**config.mk**
```make
export PLATFORM = sky130hd
export DESIGN_NAME = shared_delay_scheduler
export DESIGN_NICKNAME = d
export VERILOG_FILES = /design/src/rtl/shared_delay_scheduler.sv
export SDC_FILE = /design/constraint.sdc
export NUM_CORES = 1
export LEC_CHECK = 0
export BUFFER_PORTS_ARGS = -buffer_cell sky130_fd_sc_hd__buf_4
export CAP_MARGIN = 20
export CORE_MARGIN = 3
export CORE_UTILIZATION = 33
export CTS_CLUSTER_SIZE = 40
export DETAILED_ROUTE_END_ITERATION = 8
export GPL_TIMING_DRIVEN = 0
export HOLD_SLACK_MARGIN = 0.08
export PLACE_DENSITY_LB_ADDON = 0.2
export SETUP_SLACK_MARGIN = 0.15
export SYNTH_ARGS = -nofsm -noshare
export SYNTH_HDL_FRONTEND = slang
export SYNTH_SLANG_ARGS = --single-unit
```
**constraint.sdc**
```tcl
create_clock -name clock -period 3.2 [get_ports clock]
set_input_delay 0.16 -clock clock [delete_from_list [all_inputs] [get_ports clock]]
set_output_delay 0.16 -clock clock [all_outputs]
set_load 0.005 [all_outputs]
```
**src/rtl/shared_delay_scheduler.sv**
```systemverilog
// shared_delay_scheduler: two-requester round-robin arbiter for one shared
// programmable delay timer. The winner's delay is counted in ticks of
// TICK_DIV system clocks; a one-cycle done pulse marks expiry.
module shared_delay_scheduler #(
  parameter int unsigned TICK_DIV    = 50,
  parameter int unsigned DELAY_WIDTH = 20,
  parameter int unsigned PRESC_WIDTH = 6
) (
  input  logic                   clock,
  input  logic                   reset,
  input  logic                   req_a,
  input  logic [DELAY_WIDTH-1:0] delay_a,
  input  logic                   req_b,
  input  logic [DELAY_WIDTH-1:0] delay_b,
  input  logic                   cancel,
  output logic [1:0]             grant,
  output logic                   done_a,
  output logic                   done_b,
  output logic                   busy
);

  typedef enum logic [1:0] {
    IDLE  = 2'd0,
    COUNT = 2'd1,
    DONE  = 2'd2
  } state_t;

  localparam logic [PRESC_WIDTH-1:0] PRESC_LAST = PRESC_WIDTH'(TICK_DIV - 1);
  localparam logic [DELAY_WIDTH-1:0] REM_ONE    = DELAY_WIDTH'(1);

  state_t                 state_q, state_d;
  logic [1:0]             grant_q, grant_d;
  logic                   done_a_q, done_a_d;
  logic                   done_b_q, done_b_d;
  logic                   busy_q, busy_d;
  logic [PRESC_WIDTH-1:0] presc_q, presc_d;
  logic [DELAY_WIDTH-1:0] remaining_q, remaining_d;
  // last_served: 1'b0 = A, 1'b1 = B
  logic                   last_q, last_d;
  logic                   win_b;

  // Round-robin pick: B wins when it is the sole requester, or on a tie
  // when A was the last one served.
  always_comb begin
    win_b = req_b && (!req_a || !last_q);
  end

  // Next-state, datapath and registered-output computation.
  // A grant always enters COUNT first; a zero latched delay leaves COUNT on
  // the following edge, which places the done cycle at E0+1 as required.
  always_comb begin
    state_d     = state_q;
    grant_d     = grant_q;
    last_d      = last_q;
    remaining_d = remaining_q;
    presc_d     = presc_q;
    done_a_d    = 1'b0;
    done_b_d    = 1'b0;

    unique case (state_q)
      IDLE: begin
        if (req_a || req_b) begin
          state_d     = COUNT;
          grant_d     = win_b ? 2'b10 : 2'b01;
          last_d      = win_b;
          remaining_d = win_b ? delay_b : delay_a;
          presc_d     = '0;
        end else begin
          grant_d = '0;
        end
      end

      COUNT: begin
        if (cancel) begin
          state_d = IDLE;
          grant_d = '0;
          presc_d = '0;
        end else if (remaining_q == '0) begin
          state_d  = DONE;
          done_a_d = grant_q[0];
          done_b_d = grant_q[1];
        end else if (presc_q == PRESC_LAST) begin
          presc_d     = '0;
          remaining_d = remaining_q - REM_ONE;
          if (remaining_q == REM_ONE) begin
            state_d  = DONE;
            done_a_d = grant_q[0];
            done_b_d = grant_q[1];
          end
        end else begin
          presc_d = presc_q + 1'b1;
        end
      end

      DONE: begin
        state_d = IDLE;
        grant_d = '0;
      end

      default: begin
        state_d = IDLE;
        grant_d = '0;
      end
    endcase

    busy_d = (state_d != IDLE);
  end

  // State and output registers; asynchronous reset clears everything and
  // marks B as last served so A wins the first tie.
  always_ff @(posedge clock or posedge reset) begin
    if (reset) begin
      state_q     <= IDLE;
      grant_q     <= '0;
      done_a_q    <= 1'b0;
      done_b_q    <= 1'b0;
      busy_q      <= 1'b0;
      presc_q     <= '0;
      remaining_q <= '0;
      last_q      <= 1'b1;
    end else begin
      state_q     <= state_d;
      grant_q     <= grant_d;
      done_a_q    <= done_a_d;
      done_b_q    <= done_b_d;
      busy_q      <= busy_d;
      presc_q     <= presc_d;
      remaining_q <= remaining_d;
      last_q      <= last_d;
    end
  end

  assign grant  = grant_q;
  assign done_a = done_a_q;
  assign done_b = done_b_q;
  assign busy   = busy_q;

endmodule
```
==> summary.md <==
| Metric | Value |
|---|---|
| Status | completed |
| Register area share after synthesis | 0.369 |
| Post-synth design cell area | 2310 um^2 |
| Leakage | 1.25 nW |
| CTS H-Tree Depth | 2 |
| Slowest CP cell | nor3b_1 |
| Setup TNS | 0 ns |
| Total track usage | 0.175 |
| Clock sink total | 34 |
| Post-CTS Setup Repair Bufs | 0 |
| Clock Latency Late Sink | 0.30 ns |
| Pwr dens | 684 nW/um^2 |
| Kind of end point of the critical path | flop |
| Final Max Slew Viols | 0 |
| Register Area | 852 um^2 |
| Flops & latches, synth | 34 |
| Type of origin of the critical path | flop |
| Final worst path period need | 2.73 ns |
| Global route overflow | 0 |
| Via density | 5.59 |
| Routed WL | 6.61 mm |
| Worst hold path type | in2reg |
| CTS clk-pin slew, worst paths | 0.07 ns |
| Top cell type's share of synthesized area | 0.357 |
| Main synth FF type | dfrtp_1 |
| Relative slew slack | 0.374 |
| Synthesized area per cell | 9.43 um^2 |
| Starting Density | 0.352 |
| Ratio of cells with drive above 1 in the final layout | 0.286 |
| Async SR Flop Fraction | 1.00 |
| Largest fanout on the critical path | 7 |
| Wire per inst | 16.6 um |
| Number of flops mapped to enable cells by yosys | 0 |
| GPL Wtd Cong | 0.873 |
| FMAX | 0.366 GHz |
| Cell Area, Placed | 2800 um^2 |
| Ant. Diodes | 0 |
| RSZ-0062 raised after global routing | no |
| Synthesis-to-finish area growth | 26.6% |
| Num ports | 50 |
| Ranking of synthesized cells by area | dfrtp_1 36%, mux2i_1 8.7%, o21ai_0 5.2% |
| Final hold vios | 0 |
| Vias in the first global route | 2109 |
| Pin count of the biggest net entering global routing | 35 |
| Period Utilization, post-route | 0.854 |
| Nets | 353 |
| Clock tree buffer depth | 2 |
| Residual DRC count | 0 |
| Most frequent cells after synthesis | 33 x dfrtp_1, 24 x o21ai_0, 20 x mux2i_1, 20 x nand3_1, 17 x nand2_1 |
| Synth Warn # | 0 |
| CP peak stage delay | 0.74 ns |
| CTS Buf Count | 5 |
| # Max-Cap Violations | 0 |
| TritonCTS clock tree | yes |
| Synthesized instance count | 245 |
| Root Buffer | clkbuf_8 |
| Area leader, netlist | dfrtp_1 |
| First-pass GRT wire length | 10.7 mm |
| Die height | 89.7 um |
| Top-count cell post-synth | dfrtp_1 |
| Die W | 89.7 um |
| Design Area, Final | 2930 um^2 |
| Clk_skew | 0.00635 ns |
| Die area | 8040 um^2 |
| Delay-heaviest family, CP | simple AND/OR/NAND/NOR gates |
| Worst path required time | 3.43 ns |
| VDD IR max | 0.233 mV |
| HPWL Detailed | 4.68 mm |
| Initial DRC count | 123 |
| Vias | 2218 |
| Core area | 6570 um^2 |
| Critical path type | reg2reg |
| Initial antenna violation count | 0 |
| Worst Path Arrival | 2.96 ns |
| Area of the multi-input gates | 1380 um^2 |
| Syn nets | 295 |
| Final count of negative-setup-slack endpoints | 0 |
| Layout filler cell count | 662 |
| Antenna viol nets, final | 0 |
| Synth unique cells | 50 |
| Worst path bufs/invs | 1 |
| FP Rows | 29 |
| Port bufs | 49 |
| Crit-path cells | inv_1, ha_1, nor3b_1, nand4b_1, or4_1, o21ai_0, a22o_1 |
| Detailed Routing Iterations Pass 1 | 5 |
| Slew @ Worst Pin | 0.930 ns |
[path summary, 6_finish.rpt]
path / cells after the start / from / slack [ns] / end
setup / recovery: 7 / remaining_q[0]$_DFFE_PP0P_ / 0.47 / remaining_q[14]$_DFFE_PP0P_
hold / removal: 3 / req_b / 0.16 / last_q$_DFFE_PP1P_
setup reg to reg: 7 / remaining_q[0]$_DFFE_PP0P_ / 0.47 / remaining_q[14]$_DFFE_PP0P_
hold reg to reg: 1 / presc_q[5]$_DFFE_PP0P_ / 0.48 / presc_q[5]$_DFFE_PP0P_
max in group asynchronous: 3 / reset / 2.16 / remaining_q[16]$_DFFE_PP0P_
min in group asynchronous: 3 / reset / 0.55 / remaining_q[5]$_DFFE_PP0P_
[kinds of logic (layout without fill, tap and decap cells)]
family,count (synthesis),in the layout,share of synthesized area
AND/OR/NAND/NOR,91,91,0.235
multiplexers,22,22,0.0964
buffers and inverters,17,76,0.0363
AO/OA/AOI/OAI,76,76,0.237
adder cells (fa/ha/maj),5,5,0.0271
flip-flops,34,34,0.369
[worst min-delay path, stage by stage]
cell	delay [ns]
buf_4	0.12
a21oi_1	0.12
a31oi_1	0.05
[per-layer routing]
metal  track usage  wire length, um  up-vias  share of wire
met5             0                0        -              0
met4        0.0447               72        0          0.011
met1         0.242             3090     1070           0.47
met3        0.0301              428        8          0.065
met2         0.281             3020       73           0.46
li1              -                -     1067              -
[report_power, final]
group          switching, mW  internal [mW]  leakage, nW
sequential             0.180          0.582        0.427
clock                  0.171          0.218       0.0575
combinational          0.464          0.387        0.770
total                  0.816           1.19         1.25
[area by class of cell]
cell class                 count  area share
timing repair buffer          51       0.133
inverter                       4     0.00513
multi-input combinational    194       0.470
sequential                    34       0.291
tap                           93      0.0398
clock buffer                   8      0.0376
buffer                        13      0.0235
[per-stage QoR]
stage / power, mW / setup WS (ns) / std cells / hold WS [ns] / utilization
2_1_floorplan: 1.34 / 1.10 / 245 / 0.223 / -
3_3_place_gp: 1.59 / 0.590 / 387 / 0.344 / 0.426
3_5_place_dp: 1.61 / 0.556 / 387 / 0.346 / 0.426
4_1_cts: 2.00 / 0.520 / 397 / 0.155 / 0.445
5_1_grt: 2.14 / 0.281 / 397 / 0.193 / 0.445
6_report: 2.00 / 0.468 / 397 / 0.163 / 0.445
[state kept, by name (all words and copies together), names as in the netlist]
signal / count
state_q: 2
last_q: 1
grant: 2
done_a: 1
presc_q: 6
done_b: 1
busy: 1
remaining_q: 20
[cells in the final DEF, fill, tap and decap left out, types with 4 or more instances in the layout]
cell,instances
a21oi_1,6
a22o_1,6
a22o_2,7
buf_2,4
buf_4,49
clkbuf_1,6
clkbuf_8,8
dfrtp_1,33
ha_1,5
mux2i_1,20
nand2_1,17
nand2b_1,6
nand3_1,20
nor2_1,8
nor2b_1,4
nor4_1,4
o21ai_0,24
o22ai_1,6
o31ai_1,7
o41ai_1,4
or3_1,4
[what timing repair did]
| item | CTS | global route |
|---|---|---|
| gates resized for setup | 0 | 0 |
| hold endpoints to repair | 34 | 0 |
| hold buffers | 2 | 0 |
(Power assumes the default switching activity.)
